## src/rtl/a2bridge_bus_emulator.sv

```systemverilog
// Apple II motherboard + A2Bridge mux stand-in: generates a2_7M/a2_phi1, replays queued bus cycles, captures card responses.
// Define A2EMU_RESET_GEN_EN to hold a2_reset_n_o low for RESET_CYCLES Apple cycles after reset.
module a2bridge_bus_emulator #(
    parameter int          HALF_7M_CLKS = 4,
    parameter int          PHI_HALF_7M  = 7,
    parameter logic [15:0] IDLE_ADDR    = 16'hFFFF,
    parameter int          RESET_CYCLES = 16
) (
    input  logic        clk_logic,
    input  logic        reset,
    input  logic [3:0]  dip_switches_n_i,
    input  logic        txn_valid_i,
    output logic        txn_ready_o,
    input  logic [15:0] txn_addr_i,
    input  logic [7:0]  txn_data_i,
    input  logic        txn_rw_n_i,
    output logic        rsp_valid_o,
    output logic [7:0]  rsp_data_o,
    output logic        rsp_driven_o,
    output logic        contention_o,
    output logic        a2_phi1_o,
    output logic        a2_7M_o,
    output logic        a2_reset_n_o,
    input  logic [1:0]  a2_bridge_sel_i,
    input  logic        a2_bridge_bus_a_oe_i,
    input  logic        a2_bridge_bus_d_oe_i,
    input  logic        a2_bridge_rd_i,
    input  logic        a2_bridge_wr_i,
    input  logic [7:0]  a2_bridge_d_i,
    output logic [7:0]  a2_bridge_d_o,
    output logic        a2_bridge_d_oe_o
);

`ifdef A2EMU_RESET_GEN_EN
    localparam bit RESET_GEN_EN = 1'b1;
`else
    localparam bit RESET_GEN_EN = 1'b0;
`endif

    localparam int CLK_W  = (HALF_7M_CLKS > 1) ? $clog2(HALF_7M_CLKS) : 1;
    localparam int EDGE_W = (PHI_HALF_7M > 1) ? $clog2(PHI_HALF_7M) : 1;
    localparam int GEN_W  = $clog2(RESET_CYCLES + 1);
    localparam logic [CLK_W-1:0]  CLK_LAST  = CLK_W'(HALF_7M_CLKS - 1);
    localparam logic [EDGE_W-1:0] EDGE_LAST = EDGE_W'(PHI_HALF_7M - 1);
    localparam logic [GEN_W-1:0]  GEN_LAST  = GEN_W'(RESET_CYCLES - 1);

    typedef enum logic {PH_PHI1, PH_PHI0} phase_t;

    phase_t            phase, phase_next;
    logic [CLK_W-1:0]  clk_cnt;
    logic [EDGE_W-1:0] edge_cnt;
    logic              tick_7m, phi_edge, phi_rise;
    logic              gen_busy;
    logic [GEN_W-1:0]  gen_cnt;
    logic [15:0]       cur_addr;
    logic [7:0]        cur_data;
    logic              cur_rw_n;
    logic [7:0]        cap_data;
    logic              cap_driven, cap_hit;
    logic [7:0]        mux_byte;

    assign tick_7m   = (clk_cnt == CLK_LAST);
    assign phi_edge  = tick_7m && (edge_cnt == EDGE_LAST);
    assign phi_rise  = phi_edge && (phase == PH_PHI0);
    assign a2_phi1_o = (phase == PH_PHI1);

    // Combinational handshake so the offered txn is taken on the very edge phi1 rises.
    assign txn_ready_o = !reset && phi_rise && txn_valid_i && !gen_busy;

    assign cap_hit = cur_rw_n && (phase == PH_PHI0) && !a2_bridge_wr_i &&
                     !a2_bridge_bus_d_oe_i && (a2_bridge_sel_i == 2'b10);

    always_comb begin
        // NOTE: every always_comb output gets a default first so no path leaves it unassigned (no latch).
        phase_next = phase;
        if (phi_edge)
            phase_next = (phase == PH_PHI1) ? PH_PHI0 : PH_PHI1;
    end

    always_comb begin
        mux_byte = 8'h00;
        case (a2_bridge_sel_i)
            2'b00: mux_byte = cur_addr[7:0];
            2'b01: mux_byte = cur_addr[15:8];
            2'b10: mux_byte = cur_data;
            2'b11: mux_byte = {dip_switches_n_i, 2'b11, 1'b1, cur_rw_n};
            default: mux_byte = 8'h00;
        endcase
    end

    // NOTE: all state uses non-blocking assignments so every register samples pre-edge values.
    always_ff @(posedge clk_logic) begin
        if (reset) begin
            phase    <= PH_PHI1;
            clk_cnt  <= '0;
            edge_cnt <= '0;
            a2_7M_o  <= 1'b0;
        end else begin
            phase   <= phase_next;
            clk_cnt <= tick_7m ? '0 : clk_cnt + 1'b1;
            if (tick_7m) begin
                a2_7M_o  <= !a2_7M_o;
                edge_cnt <= (edge_cnt == EDGE_LAST) ? '0 : edge_cnt + 1'b1;
            end
        end
    end

    // Power-on reset generator for the Apple side; folds away when the feature is disabled.
    always_ff @(posedge clk_logic) begin
        if (reset) begin
            gen_busy     <= RESET_GEN_EN;
            gen_cnt      <= '0;
            a2_reset_n_o <= 1'b1;
        end else if (gen_busy) begin
            a2_reset_n_o <= 1'b0;
            if (phi_rise) begin
                if (gen_cnt == GEN_LAST) begin
                    gen_busy     <= 1'b0;
                    a2_reset_n_o <= 1'b1;
                end else begin
                    gen_cnt <= gen_cnt + 1'b1;
                end
            end
        end
    end

    always_ff @(posedge clk_logic) begin
        if (reset) begin
            cur_addr         <= IDLE_ADDR;
            cur_data         <= 8'h00;
            cur_rw_n         <= 1'b1;
            cap_data         <= 8'hFF;
            cap_driven       <= 1'b0;
            rsp_valid_o      <= 1'b0;
            rsp_data_o       <= 8'hFF;
            rsp_driven_o     <= 1'b0;
            contention_o     <= 1'b0;
            a2_bridge_d_o    <= 8'h00;
            a2_bridge_d_oe_o <= 1'b0;
        end else begin
            rsp_valid_o <= 1'b0;
            if (phi_rise) begin
                // A capture on the closing edge still belongs to the cycle being reported.
                if (cur_rw_n) begin
                    rsp_valid_o  <= 1'b1;
                    rsp_data_o   <= cap_hit ? a2_bridge_d_i : cap_data;
                    rsp_driven_o <= cap_hit || cap_driven;
                end
                cap_data   <= 8'hFF;
                cap_driven <= 1'b0;
                if (txn_ready_o) begin
                    cur_addr <= txn_addr_i;
                    cur_data <= txn_data_i;
                    cur_rw_n <= txn_rw_n_i;
                end else begin
                    cur_addr <= IDLE_ADDR;
                    cur_data <= 8'h00;
                    cur_rw_n <= 1'b1;
                end
            end else if (cap_hit) begin
                cap_data   <= a2_bridge_d_i;
                cap_driven <= 1'b1;
            end

            a2_bridge_d_o    <= mux_byte;
            a2_bridge_d_oe_o <= !a2_bridge_rd_i &&
                                ((a2_bridge_sel_i == 2'b10) ? (!a2_bridge_bus_d_oe_i && !cur_rw_n)
                                                            : !a2_bridge_bus_a_oe_i);
            if (!a2_bridge_wr_i && a2_bridge_d_oe_o)
                contention_o <= 1'b1;
        end
    end

endmodule

```

## config.mk

```make
export PLATFORM = sky130hd
export DESIGN_NAME = a2bridge_bus_emulator
export DESIGN_NICKNAME = d
export VERILOG_FILES = /design/src/rtl/a2bridge_bus_emulator.sv
export SDC_FILE = /design/constraint.sdc
export NUM_CORES = 1
export LEC_CHECK = 0
export CORE_MARGIN = 4
export CORE_UTILIZATION = 45
export CTS_CLUSTER_SIZE = 8
export DETAILED_ROUTE_END_ITERATION = 12
export PLACE_DENSITY = 0.7
export SLEW_MARGIN = 20
export SYNTH_ARGS = -nofsm -noshare
export SYNTH_HDL_FRONTEND = slang
export SYNTH_SLANG_ARGS = --single-unit
```

## constraint.sdc

```tcl
create_clock -name clk_logic -period 1.95 [get_ports clk_logic]
set_input_delay 0.39 -clock clk_logic [delete_from_list [all_inputs] [get_ports clk_logic]]
set_output_delay 0.39 -clock clk_logic [all_outputs]
set_load 0.005 [all_outputs]
```

-- Word-level counts from Yosys, hierarchy flattened
Index checks and enable logic that the tools add are counted.
- multiplexer cells: 13
- reduce and logical (&&, ||, !) cells: 28
- add/subtract/negate cells: 3
- bitwise logic cells: 4
- eq/ne operators: 6
- operators by type and width (operator ; number):
    8-bit one-hot mux with 4 select lines ; 1
    16-bit 2-to-1 mux ; 1
    8-bit 2-to-1 mux ; 2
    1-bit logical AND ; 12
    1-bit zero test ; 8
    1-bit 2-to-1 mux ; 8
    2-bit OR reduction ; 4
    2-bit equality test (second input constant) ; 3
    5-bit by 1-bit adder with 5-bit output (second input constant) ; 1
    5-bit by 4-bit equality test with 1-bit output (second input constant) ; 1
    1-bit inverter ; 4
    3-bit by 1-bit adder with 3-bit output (second input constant) ; 1
    3-bit equality test (second input constant) ; 1
    3-bit 2-to-1 mux ; 1
    3-bit AND reduction ; 1
    2-bit by 1-bit adder with 2-bit output (second input constant) ; 1
    2-bit by 1-bit equality test with 1-bit output (second input constant) ; 1
    2-bit zero test ; 1
    2-bit AND reduction ; 1
    1-bit logical OR ; 1
- output and inout port bits: 24
- word-level logic and storage cells: 72
- flip-flop bits (word level): 68

-- Longest topological paths before layout
- word-level depth: 7
- gate-level depth with buffers: 7
- depth with buffers taken out: 7

-- Worst setup path after synthesis
OpenSTA, ideal clock, no wires.
- path type: reg-to-reg
- start: reg gen_cnt[0]
- end: reg gen_cnt[1]
- path slack: 0.292 ns
- cell stages (with the launch flop): 8
- required time: 1.822 ns
- path buffers: 0
- arrival time: 1.531 ns
- path through: dfxtp_1 -> ha_1 -> and3_1 -> ha_1 -> nand2b_1 -> nor3_2 -> mux2i_1 -> nor2_1
- word-level cells in the longest chain between the ends: 3
- elaborated cells on any way between the ends: 4
- those cells by class: add/sub: 1; eq/ne: 1; bitwise: 1; reduce/logical: 1
- ends and longest elaborated chain (element ; line ; RTL):
    start: declaration ; 54 ; logic [GEN_W-1:0] gen_cnt;
    start signal: assignment ; 121 ; gen_cnt <= gen_cnt + 1'b1;
    branches (longest 3 deep; another with 5-bit by 1-bit adder with 5-bit output) ; -- ;
Several ways; the timed one is not identified.
A chain may end at the register's enable or synchronous reset.

-- Final worst setup path
- start: reg gen_cnt[0]
- end: reg gen_cnt[3]
Same word-level chain as after synthesis.

==> results.json <==
{
  "synth.top_cell.area_share": 0.481,
  "track_usage": 0.171,
  "rsz0062_at_grt": "no",
  "post_cts_buffers": 0,
  "insertion_delay_ps": 340,
  "grt_pass1_vias": 2309,
  "max_freq_mhz": 553,
  "multiInputGateArea_mm2": 0.00133,
  "grt_max_degree": 69,
  "totalWireLength_um": 6240,
  "maxCapViolations": 0,
  "dieWidth_um": 87.3,
  "syn-instance-count": 300,
  "hold_path.class": "flip-flop to flip-flop",
  "synth_area_per_cell_um2": 9.43,
  "whs_endpoint": "clk_cnt[0]",
  "crit_required_ps": 2140,
  "grt_use_met3": 0.0530,
  "synth-seq-area-share": 0.481,
  "die_y_um": 87.3,
  "core-area_mm2": 0.00603,
  "final_nets": 421,
  "cts_buffer_depth": 2,
  "synth_edf_count": 0,
  "ys_ff_latch": 68,
  "worst_slack_ps": 143,
  "portBuffers": 69,
  "place_worst_setup_slack_ps": -150,
  "diodes": 0,
  "area_growth_pct": 34.9,
  "clkSinkCount": 68,
  "r2r_slack_ps": 140,
  "setup.worst_path.start_class": "flip-flop",
  "p_per_area_mw_per_mm2": 724,
  "worstPathMaxFanout": 3,
  "synthTopCellsByArea": "dfxtp_1 (48%), nor2_1 (5.8%), nor3_1 (4.4%)",
  "io_pins": 70,
  "r2r-start": "gen_cnt[0]",
  "vdd_drop_max_mv": 0.531,
  "synth_area_mm2": 0.00283,
  "drc_errors": 0,
  "status": "finished, final reports clean",
  "min_period_ps": 1810,
  "relSlewSlack": 0.566,
  "ctsHoldBuffers": 0,
  "layout.area.seq_mm2": 0.00136,
  "viasPerCell": 5.21,
  "period_share": 0.927,
  "worst_pin_slew_ps": 651,
  "finalNonFillerCells": 452,
  "synth_cell_type_count": 38,
  "place_congestion": 0.788,
  "reg2regPathDepth": 7,
  "grt_pass1_wl_um": 10300,
  "fin_worst_skew_ps": 9.85,
  "yosysWarnings": 0,
  "start_util": 0.469,
  "grt.busiest_layer": "met2",
  "cp-startpoint": "gen_cnt[0]",
  "wl_per_cell_um": 13.8,
  "overflow": 0,
  "num_vias": 2357,
  "nFillCells": 511,
  "yosysTopAreaCell": "dfxtp_1",
  "met2_usage": 0.282,
  "hold_depth": 1,
  "grt_use_met1": 0.210,
  "synth_nets": 349,
  "endpoint_kind": "flip-flop",
  "cts_root_buffer": "clkbuf_8",
  "cts_tree": "built",
  "clk_pin_slew_worst_paths_ps": 70,
  "dp_hpwl_um": 4290,
  "cp.arrival_ps": 2000,
  "antenna_found_initial": 0,
  "dr.pass1.iters": 4,
  "cts_buffers": 9,
  "fin_tns_setup_ps": 0,
  "slew_violations": 0,
  "drive_gt1_frac": 0.135,
  "setup_viol": 0,
  "die-area_mm2": 0.00762,
  "holdWs_ps": 429,
  "finalHoldViolCount": 0,
  "power_leakage_nw": 1.47,
  "hp-start": "clk_cnt[0]",
  "cts_resized": 3,
  "r2r_end": "gen_cnt[3]",
  "first_iter_violations": 85,
  "htreeDepth": 3,
  "synthArstFlopShare": 0,
  "ys.flop_type": "dfxtp_1",
  "rows": 28,
  "place_inst": 436,
  "postRouteAntennaNets": 0,
  "critPathKind": "flip-flop to flip-flop"
}
## worst max-delay path: stages (launching register included)
cell and delay [ps]:
dfxtp_1 340, ha_1 210, and3_1 180, ha_1 200, nand2b_1 210, nor4_1 310, xnor2_1 160, nor2_1 50
## power breakdown
part | switching, mW | internal, mW
logic | 0.0908 | 0.158
registers | 0.00896 | 1.41
clock network | 0.515 | 0.580
## final cells by class
| cell class | instances | area share |
|---|---|---|
| Timing Repair Buffer | 84 | 0.219 |
| Tap cell | 75 | 0.0246 |
| Clock buffer | 10 | 0.0335 |
| Clock inverter | 6 | 0.0144 |
| Sequential cell | 68 | 0.357 |
| Multi-Input combinational cell | 205 | 0.348 |
| Inverter | 4 | 0.00394 |
## cell families (layout without fill, tap and decap cells)
logic type                 after synthesis  in the layout  synth area share
AOI/OAI and AO/OA                       62             62             0.146
xor gates and xnor gates                 5              5            0.0155
adders and majority gates                3              3            0.0133
buffers and inverters                   27            104            0.0558
DFF                                     68             68             0.481
muxes                                    6              6            0.0434
and+or+nand+nor                        129            129             0.244
## cells in the mapped netlist, drive strengths merged, types with 3 or more instances
cell	instances
a2111o	7
a211oi	14
a21oi	24
and3	9
buf	13
clkbuf	10
dfxtp	68
ha	3
inv	4
mux4	5
nand2	5
nand2b	12
nand3	11
nor2	46
nor2b	12
nor3	26
o21ai	8
o21bai	8
xnor2	5
## flip-flops by register name, summed over array words and instances, names as in the netlist, 2 cells and up
| signal | count |
|---|---|
| edge_cnt | 3 |
| gen_cnt | 5 |
| cur_addr | 16 |
| a2_bridge_d_o | 8 |
| cur_data | 8 |
| cap_data | 8 |
| clk_cnt | 2 |
| rsp_data_o | 8 |
## per-stage QoR
step	instance area (um2)	util	power, mW
after global placement	3620	0.601	1.70
after detailed placement	3620	0.601	1.70
final	3810	0.633	2.76
after floorplan	2830	-	1.55
after global routing	3810	0.633	2.87
after CTS	3810	0.632	2.78
## per-layer routing
layer / routed length (um) / up-vias / part of all wire
met5: 0 / - / 0
met4: 72 / 0 / 0.012
met3: 417 / 8 / 0.067
met2: 2910 / 57 / 0.47
met1: 2840 / 1088 / 0.45
li1: - / 1204 / -
## worst max-delay path by stage
stage / endpoint / slack [ps] / depth (start not counted)
2_1_floorplan: gen_cnt[1] / 290 / 7
3_3_place_gp: txn_ready_o / -150 / 4
3_5_place_dp: txn_ready_o / -150 / 4
4_1_cts: gen_cnt[1] / 130 / 7
5_1_grt: rsp_data_o[1] / 20 / 6
6_report: gen_cnt[3] / 140 / 7
## cell usage in the layout, fill, tap and decap left out, types with 2 or more instances in the layout
cell type and instances:
a2111o_1 7, a211oi_1 14, a21oi_1 24, and3_1 2, and3_2 7, buf_12 3, buf_4 12, clkbuf_8 9
clkdlybuf4s50_1 67, clkinv_2 5, dfxtp_1 68, ha_1 2, inv_1 4, mux4_2 5, nand2_1 4, nand2b_1 12
nand3_1 11, nor2_1 44, nor2b_1 11, nor3_1 24, nor4_1 2, o21ai_0 7, o21bai_1 8, xnor2_1 5
No activity file was read; power rests on OpenSTA's default activity.
